### src/rtl/hack_pkg.sv
// Shared types and constants for the Hack memory-access sequencer.
package hack_pkg;

   localparam int unsigned HACK_ADDR_W      = 15;
   localparam int unsigned HACK_DATA_W      = 16;
   localparam int unsigned HACK_HALF_PERIOD = 19;
   localparam int unsigned HACK_TIMER_W     = 5;

   typedef enum logic [1:0] {
      ST_IDLE   = 2'd0,
      ST_SETUP  = 2'd1,
      ST_ACCESS = 2'd2,
      ST_HOLD   = 2'd3
   } hack_state_e;

   // CPU request captured at launch and held for the whole access
   typedef struct packed {
      logic [HACK_ADDR_W-1:0] addr;
      logic [HACK_DATA_W-1:0] wdata;
      logic                   we;
   } hack_req_t;

   // Timer reload value for a phase lasting `cycles` clk cycles
   function automatic logic [HACK_TIMER_W-1:0] hack_reload(input int unsigned cycles);
      return HACK_TIMER_W'(cycles - 1);
   endfunction

endpackage

### src/rtl/hack_mem_timer.sv
// Loadable down-counter for phase timing; zero is high in the last cycle of a phase.
module hack_mem_timer
   import hack_pkg::*;
#(
   parameter int unsigned W = HACK_TIMER_W
) (
   input  logic         clk,
   input  logic         reset_n,
   input  logic         load,
   input  logic [W-1:0] load_val,
   output logic         zero
);

   logic [W-1:0] count;

   always_ff @(posedge clk or negedge reset_n) begin
      if (!reset_n) begin
         count <= '0;
         zero  <= 1'b1;
      end else if (load) begin
         count <= load_val;
         zero  <= (load_val == '0);
      end else if (!zero) begin
         count <= count - W'(1);
         zero  <= (count == W'(1));
      end
   end

endmodule

### src/rtl/hack_mem_seq.sv
// Fixed-timing external RAM access sequencer launched by falling-phase strobes.
// Optional RAM wait-state extension enabled by defining HACK_MEM_SEQ_WAIT_EN.
module hack_mem_seq
   import hack_pkg::*;
#(
   parameter int unsigned SETUP_CYC  = 2,
   parameter int unsigned ACCESS_CYC = 4,
   parameter int unsigned HOLD_CYC   = 1,
   parameter int unsigned WAIT_MAX   = 8
) (
   input  logic                   clk,
   input  logic                   reset_n,
   input  logic                   hack_clk,
   input  logic                   strobe,
   input  logic [HACK_ADDR_W-1:0] cpu_addr,
   input  logic [HACK_DATA_W-1:0] cpu_dout,
   input  logic                   cpu_we,
   output logic [HACK_DATA_W-1:0] cpu_din,
   output logic [HACK_ADDR_W-1:0] ram_addr,
   output logic [HACK_DATA_W-1:0] ram_wdata,
   input  logic [HACK_DATA_W-1:0] ram_rdata,
   output logic                   ram_cs_n,
   output logic                   ram_oe_n,
   output logic                   ram_we_n,
   input  logic                   ram_wait,
   output logic                   busy,
   output logic                   done,
   output logic                   overrun
);

`ifdef HACK_MEM_SEQ_WAIT_EN
   localparam bit WAIT_EN = 1'b1;
`else
   localparam bit WAIT_EN = 1'b0;
`endif
   localparam int unsigned EXT_BUDGET = WAIT_EN ? WAIT_MAX : 0;

   // The whole access, including any wait extension, must fit in one hack_clk half-period
   if (SETUP_CYC < 1 || ACCESS_CYC < 1 || HOLD_CYC < 1) begin : g_bad_phase
      $error("hack_mem_seq: SETUP_CYC, ACCESS_CYC and HOLD_CYC must each be at least 1");
   end
   if (SETUP_CYC + ACCESS_CYC + HOLD_CYC + EXT_BUDGET > HACK_HALF_PERIOD - 2) begin : g_bad_total
      $error("hack_mem_seq: access cycle does not fit in the hack_clk half-period");
   end

   hack_state_e              state;
   hack_state_e              next_state;
   hack_req_t                req;
   hack_req_t                req_d;
   logic [HACK_DATA_W-1:0]   cpu_din_d;
   logic                     cs_n_d;
   logic                     oe_n_d;
   logic                     we_n_d;
   logic                     busy_d;
   logic                     done_d;
   logic                     overrun_d;
   logic                     fall_strobe;
   logic                     launch;
   logic                     collide;
   logic                     extend;
   logic                     wait_timeout;
   logic                     timer_load;
   logic [HACK_TIMER_W-1:0]  timer_val;
   logic                     timer_zero;

   assign fall_strobe = strobe & ~hack_clk;
   assign launch      = fall_strobe & (state == ST_IDLE);
   assign collide     = fall_strobe & (state != ST_IDLE);

   assign ram_addr  = req.addr;
   assign ram_wdata = req.wdata;

   hack_mem_timer #(
      .W (HACK_TIMER_W)
   ) u_timer (
      .clk      (clk),
      .reset_n  (reset_n),
      .load     (timer_load),
      .load_val (timer_val),
      .zero     (timer_zero)
   );

`ifdef HACK_MEM_SEQ_WAIT_EN
   localparam int unsigned EXT_W = $clog2(WAIT_MAX + 2);
   logic [EXT_W-1:0] ext_cnt;

   // Counts wait-state extensions of the current access
   always_ff @(posedge clk or negedge reset_n) begin
      if (!reset_n) begin
         ext_cnt <= '0;
      end else if (launch) begin
         ext_cnt <= '0;
      end else if (extend) begin
         ext_cnt <= ext_cnt + EXT_W'(1);
      end
   end
`else
   logic unused_wait;
   assign unused_wait = ram_wait;
`endif

   // State and output registers
   always_ff @(posedge clk or negedge reset_n) begin
      if (!reset_n) begin
         state    <= ST_IDLE;
         req      <= '0;
         cpu_din  <= '0;
         ram_cs_n <= 1'b1;
         ram_oe_n <= 1'b1;
         ram_we_n <= 1'b1;
         busy     <= 1'b0;
         done     <= 1'b0;
         overrun  <= 1'b0;
      end else begin
         state    <= next_state;
         req      <= req_d;
         cpu_din  <= cpu_din_d;
         ram_cs_n <= cs_n_d;
         ram_oe_n <= oe_n_d;
         ram_we_n <= we_n_d;
         busy     <= busy_d;
         done     <= done_d;
         overrun  <= overrun_d;
      end
   end

   // Next-state logic
   always_comb begin
      next_state   = state;
      extend       = 1'b0;
      wait_timeout = 1'b0;
      unique case (state)
         ST_IDLE:   if (launch)     next_state = ST_SETUP;
         ST_SETUP:  if (timer_zero) next_state = ST_ACCESS;
         ST_ACCESS: begin
            if (timer_zero) begin
`ifdef HACK_MEM_SEQ_WAIT_EN
               if (ram_wait && (ext_cnt < EXT_W'(WAIT_MAX))) begin
                  extend = 1'b1;
               end else begin
                  next_state   = ST_HOLD;
                  wait_timeout = ram_wait;
               end
`else
               next_state = ST_HOLD;
`endif
            end
         end
         ST_HOLD:   if (timer_zero) next_state = ST_IDLE;
         default:   next_state = ST_IDLE;
      endcase
   end

   // Next values of the registered outputs and timer control
   always_comb begin
      req_d      = req;
      cpu_din_d  = cpu_din;
      timer_load = 1'b0;
      timer_val  = '0;

      if (launch) begin
         req_d.addr  = cpu_addr;
         req_d.wdata = cpu_dout;
         req_d.we    = cpu_we;
      end

      cs_n_d    = (next_state == ST_IDLE);
      oe_n_d    = ~(~req_d.we & ((next_state == ST_SETUP) | (next_state == ST_ACCESS)));
      we_n_d    = ~(req_d.we & (next_state == ST_ACCESS));
      busy_d    = (next_state != ST_IDLE);
      done_d    = (state == ST_HOLD) && (next_state == ST_IDLE);
      overrun_d = overrun | collide | wait_timeout;

      // Read data is taken on the edge that closes the (possibly extended) access window
      if ((state == ST_ACCESS) && (next_state == ST_HOLD) && !req.we) begin
         cpu_din_d = ram_rdata;
      end

      if (extend) begin
         timer_load = 1'b1;
         timer_val  = '0;
      end else if ((next_state != state) && (next_state != ST_IDLE)) begin
         timer_load = 1'b1;
         unique case (next_state)
            ST_SETUP:  timer_val = hack_reload(SETUP_CYC);
            ST_ACCESS: timer_val = hack_reload(ACCESS_CYC);
            ST_HOLD:   timer_val = hack_reload(HOLD_CYC);
            default:   timer_val = '0;
         endcase
      end
   end

endmodule
### config.mk
export PLATFORM = sky130hd
export DESIGN_NAME = hack_mem_seq
export DESIGN_NICKNAME = d
export VERILOG_FILES = /design/src/rtl/hack_pkg.sv /design/src/rtl/hack_mem_timer.sv /design/src/rtl/hack_mem_seq.sv
export SDC_FILE = /design/constraint.sdc
export NUM_CORES = 1
export LEC_CHECK = 0
export CAP_MARGIN = 20
export CORE_MARGIN = 1
export CORE_UTILIZATION = 48
export CTS_BUF_LIST = sky130_fd_sc_hd__clkbuf_4
export DETAILED_ROUTE_END_ITERATION = 8
export GPL_ROUTABILITY_DRIVEN = 0
export GPL_TIMING_DRIVEN = 0
export MAX_ROUTING_LAYER = met4
export PLACE_DENSITY = 0.87
export SYNTH_ARGS = -nofsm -noshare
export SYNTH_HDL_FRONTEND = slang
export SYNTH_SLANG_ARGS = --single-unit
### constraint.sdc
create_clock -name clk -period 7 [get_ports clk]
set_input_delay 1.75 -clock clk [delete_from_list [all_inputs] [get_ports clk]]
set_output_delay 1.75 -clock clk [all_outputs]
set_load 0.03 [all_outputs]
== Word-level counts from Yosys, hierarchy flattened ==
Cells that the tools add are included.

* $add $sub $neg: 1
* Multipliers: 0
* Divide/modulo/power cells: 0
* Order comparisons: 0
* Eq/ne operators: 9
* Shift operators: 0
* Multiplexer cells: 13
* Bitwise operators: 11
* Reduce and logical (&&, ||, !) cells: 10

{| class="wikitable"
|+ Operators with widths
! cell !! number
|-
| 2-bit 2-to-1 mux || 5
|-
| 5-bit 2-to-1 mux || 2
|-
| 2-bit equality test (second input constant) || 4
|-
| 2-bit one-hot mux with 4 select lines || 1
|-
| 1-bit AND || 5
|-
| 5-bit by 1-bit equality test with 1-bit output (second input constant) || 1
|-
| 5-bit zero test || 1
|-
| 5-bit by 1-bit subtractor with 5-bit output (second input constant) || 1
|-
| 2-bit by 1-bit equality test with 1-bit output (second input constant) || 2
|-
| 1-bit logical AND || 4
|-
| 2-bit zero test || 2
|-
| 1-bit 2-to-1 mux || 4
|-
| 1-bit NOT || 4
|-
| 2-bit one-hot mux with 2 select lines || 1
|-
| 2-bit nonzero test || 2
|-
| 2-bit != test || 1
|-
| 2-bit != test (second input constant) || 1
|-
| 1-bit bitwise OR || 2
|-
| 1-bit zero test || 1
|}

* Flip-flop bits (word level): 62
* Latch bits: 0
* RAM bits: 0
* Memory bits (read-only): 0
* Output and inout port bits: 53
* Memories kept: 0

== Logic depth before layout (Yosys ltp) ==
* Depth in word-level cells: 10
* Gate-level depth with buffers: 8

== By module ==
A second synthesis with hierarchy kept.

* Cell total of the unflattened synthesis: 205
* Area, all modules: 2808.9 sq um

{| class="wikitable"
|+ Modules (own cells, without submodules)
! module !! times used !! cells each !! area each (sq um) !! sequential area each (sq um)
|-
| hack_mem_seq || 1 || 173 || 2477.4 || 1405.1
|-
| hack_mem_timer || 1 || 32 || 331.6 || 151.4
|}

== Worst setup path after synthesis ==
No wires, ideal clock.

* Kind: input-to-reg
* Start point: input port hack_clk
* End point: register cpu_din[10]
* Setup time: 125 ps
* Arrival: 3342 ps
* Path slack: 3533 ps
* Stages on the path: 7
* Path buffers: 2
* Cell sequence: nor4b_2 a211o_1 ha_1 and3b_1 buf_2 buf_4 mux2_2

* Cells in the longest elaborated chain, start to end: 8

{| class="wikitable"
|+ Ends and longest elaborated chain
! element !! line !! RTL
|-
| from (decl) || hack_mem_seq.sv:13 || <nowiki>input logic hack_clk,</nowiki>
|-
| 1-bit NOT || hack_mem_seq.sv:66 || <nowiki>assign fall_strobe = strobe & ~hack_clk;</nowiki>
|-
| 1-bit AND || hack_mem_seq.sv:66 ||
|-
| 1-bit AND || hack_mem_seq.sv:67 || <nowiki>assign launch = fall_strobe & (state == ST_IDLE);</nowiki>
|-
| 2-bit 2-to-1 mux || hack_mem_seq.sv:133 || <nowiki>ST_IDLE: if (launch) next_state = ST_SETUP;</nowiki>
|-
| 2-bit one-hot mux with 4 select lines || hack_mem_seq.sv:132 || <nowiki>unique case (state)</nowiki>
|-
| named net next_state[0] || hack_mem_seq.sv:47 || <nowiki>hack_state_e next_state;</nowiki>
|-
| 2-bit equality test || hack_mem_seq.sv:175 || <nowiki>if ((state == ST_ACCESS) && (next_state == ST_HOLD) && !req.we) begin</nowiki>
|-
| 1-bit logical AND (2 in a row) || hack_mem_seq.sv:175 ||
|-
| to (signal assigned) || hack_mem_seq.sv:117 || <nowiki>cpu_din <= cpu_din_d;</nowiki>
|-
| to (decl) || hack_mem_seq.sv:18 || <nowiki>output logic [HACK_DATA_W-1:0] cpu_din,</nowiki>
|}

The timed path passes the listed nets, and every way through them passes these cells.
A chain may end at the register's enable or synchronous reset.

== Worst setup path after layout ==
Same ends and word-level chain as after synthesis.

==> results.md <==
- Maximum clock frequency: 253 MHz
- Internal: 1120 uW
- Post-synth design cell area: 2710 sq um
- Root Buffer: clkbuf_4
- Max Buffers Root-to-Sink: 2
- Post-CTS Setup Bufs: 0
- Post-Syn Nets: 315
- Post-synthesis adder-cell area fraction: 2.31%
- Reg2reg path depth: 8
- RSZ-0062 raised after global routing: false
- TNS Setup: 0 ns
- CTS Buf Count: 9
- Power Density: 481 nW/um^2
- Remaining global-route overflow: 0
- Sw Share: 41.0%
- Post-synthesis mux area share: 8.23%
- WP data required: 7.27 ns
- Final number of setup-violating endpoints: 0
- Core area: 5270 sq um
- Compound-cell area share of the yosys netlist: 1.85%
- Crit path buffers/inverters: 3
- Area delta synth->final: 45.6%
- Clock sink count: 62
- Die H: 77.1 um
- Number of synthesized register bits: 62
- Floorplan row count: 26
- Ratio of cells with drive above 1 in the final layout: 19.2%
- CP Launch Point: hack_clk
- Final ANT Viol Nets: 0
- Top FF cell, synth: dfrtp_1
- Hold path startpoint: ram_addr[6]
- Synth top area cells: dfrtp_1 54%, nand2_1 13%, buf_4 8.9%
- Main combinational cell family by area after synthesis: simple AND/OR/NAND/NOR gates
- Clk_skew: 0.00875 ns
- H-tree levels: 3
- Metal3 WL: 299 um
- Wirelength per Cell: 13.3 um
- Starting density of the core: 51.4%
- Metal2 WL: 3040 um
- Antenna violations before repair: 0
- CP Max Fanout: 10
- Yosys Warn Count: 0
- Port Buffers: 104
- Hold Path Sink: ram_addr[6]
- Slack of the critical path: 3.04 ns
- Final hold vios: 0
- Final min period: 3.96 ns
- Startpoint types: primary input
- Critical path class: in -> reg
- WL final: 5920 um
- All-layer global routing usage: 23.0%
- Worst skew pair latency: 0.39 ns
- Detailed Place HPWL: 4520 um
- Synth Instances: 257
- R2r endpoint: cpu_din[10]
- Clock-pin slew on the worst setup and hold paths: 0.09 ns
- Synth cell types: 30
- Async SR Flop Fraction: 100%
- Worst path max stage delay: 0.69 ns
- Most frequent cell after synthesis: nand2_1
- Hold_buf cts: 0
- Width of the die: 77.1 um
- Register area share after synthesis: 57.5%
- Total die area: 5950 sq um
- Period utilization: 56.5%
- First-pass GRT wire length: 10,200 um
- Residual DRC count: 0
- Fin cells: 445
- CP Cell Sequence: clkdlybuf4s50_1 -> nor4b_2 -> a211o_1 -> ha_1 -> and3b_1 -> buf_2 -> buf_4 -> mux2_2
- Post-CTS Resized: 0
- Slowest CP cell: nor4b_2
- Comb power frac: 57.3%
- Vias: 2,075
- XOR/XNOR Fraction of Synth Area: 1.62%
- DRT Pass-1 Iters: 4
- EDFF count, synth: 0
- Slew @ Worst Pin: 0.728 ns
- Met1 WL: 2420 um
- Count of pins over their slew limit: 0
- I/O pin count: 106
- Most frequent cells after synthesis: 95 x nand2_1, 58 x dfrtp_1, 32 x buf_4, 16 x mux2_2, 7 x clkbuf_1
- Cell family with most CP delay: buffers and inverters
- Clock share of power: 9.7%
- Avg Cell Area, Syn: 10.5 sq um
- Reg power frac: 33.0%
- Initial drt markers: 123
- Total of max-cap violations: 0
- Reg2Reg Launch Point: u_timer.zero
- Lkg Pwr: 0.00188 uW
- Status: finished clean
- Dpl ws: 2.63 ns
- Largest area contributor in the netlist: dfrtp_1
- Max VDD drop: 265 uV
- Largest net degree at the start of global routing: 42
- Final nets: 431
- FF-to-FF setup slack: 4.40 ns
- CTS tree: built
- WHS Path Cells: 2
- Crit. End Element: flop
- N_diodes: 0
- Simple-Gate Fraction of Synth Area: 17.5%
- Via density: 4.66
- Hold Path Class: reg -> reg
- Slew HR: 51.3%
- Design Area, Final: 3940 sq um
- Placed cells: 432
- Share of Yosys cell area claimed by the top area cell type: 53.6%
- Uppermost routed layer: met4
- Cell Area, Placed: 3850 sq um
- Net load switching power: 777 uW
- Number of global-route vias before repair: 2,149
- Signal arrival time at the worst endpoint: 4.23 ns
[how the worst max path moves through the flow]
stage / slack [ns] / cells after the start / end
after global placement: 2.27 / 1 / ram_addr[4]
after global routing: 2.97 / 8 / cpu_din[10]
after CTS: 3.05 / 8 / cpu_din[10]
after floorplan: 3.53 / 7 / cpu_din[10]
final: 3.04 / 8 / cpu_din[10]
after detailed placement: 2.63 / 8 / cpu_din[10]
[registers in the layout, indices dropped and copies added, names as in the netlist]
name / count
req: 1
ram_cs_n: 1
ram_oe_n: 1
state: 2
u_timer.count: 5
ram_addr: 15
ram_we_n: 1
overrun: 1
u_timer.zero: 1
cpu_din: 16
done: 1
ram_wdata: 16
busy: 1
[stage by stage]
step | power (uW) | util, % | hold slack, ns
finish | 1890 | 74.8 | 0.485
floorplan | 1320 | - | 0.447
global route | 2020 | 74.8 | 0.502
CTS | 1910 | 74.8 | 0.487
global placement | 1680 | 72.8 | 0.459
detailed placement | 1720 | 73.1 | 0.464
[cells in the final DEF, fill, tap and decap left out, types with 3 or more instances in the layout]
cell type and instances:
mux2_2 16, clkbuf_4 10, buf_4 32, clkinv_2 3, dfstp_2 4, dfrtp_1 58, clkbuf_1 7, nor2b_1 3
xnor2_1 4, inv_1 6, nand2_1 95, nor2_1 4, clkdlybuf4s50_1 103, buf_2 3, ha_1 5
[worst register-to-register path, stage by stage, from the launching register on]
cell      delay, ns
dfstp_2        0.52
clkbuf_1       0.36
nand2_1        0.13
xnor2_1        0.32
ha_1           0.21
and3b_1        0.17
buf_2          0.20
buf_4          0.22
mux2_2         0.36
[cells by family after synthesis]
kind of cell             Yosys count
AO/OA/AOI/OAI                      6
XOR/XNOR                           5
flip-flops                        62
buffers and inverters             47
AND/OR/NAND/NOR                  112
multiplexers                      20
adder cells (fa/ha/maj)            5
[layout make-up]
| type | instances | area (sq um) |
|---|---|---|
| Sequential cell | 62 | 1560 |
| Clock buffer | 10 | 75.1 |
| Timing Repair Buffer | 105 | 1060 |
| Buffer | 41 | 277 |
| Fill cell | 373 | 1330 |
| Multi-Input combinational cell | 148 | 852 |
| Tap cell | 70 | 87.6 |
| Clock inverter | 3 | 15.0 |
| Inverter | 6 | 22.5 |
[metal layers]
metal  vias to the layer above  GRT usage [%]
met4                         0           11.1
met3                        13           4.64
met5                         -              -
met1                       983           27.1
met2                        70           37.8
li1                       1009              -
[power by group through the flow]
stage          combinational (uW)  clock, uW  sequential (uW)
2_1_floorplan                 591          0              727
3_3_place_gp                 1060          0              620
3_5_place_dp                 1090          0              632
4_1_cts                      1100        191              626
5_1_grt                      1160        207              647
6_report                     1090        184              625
Power figures use the tool's default switching activity.
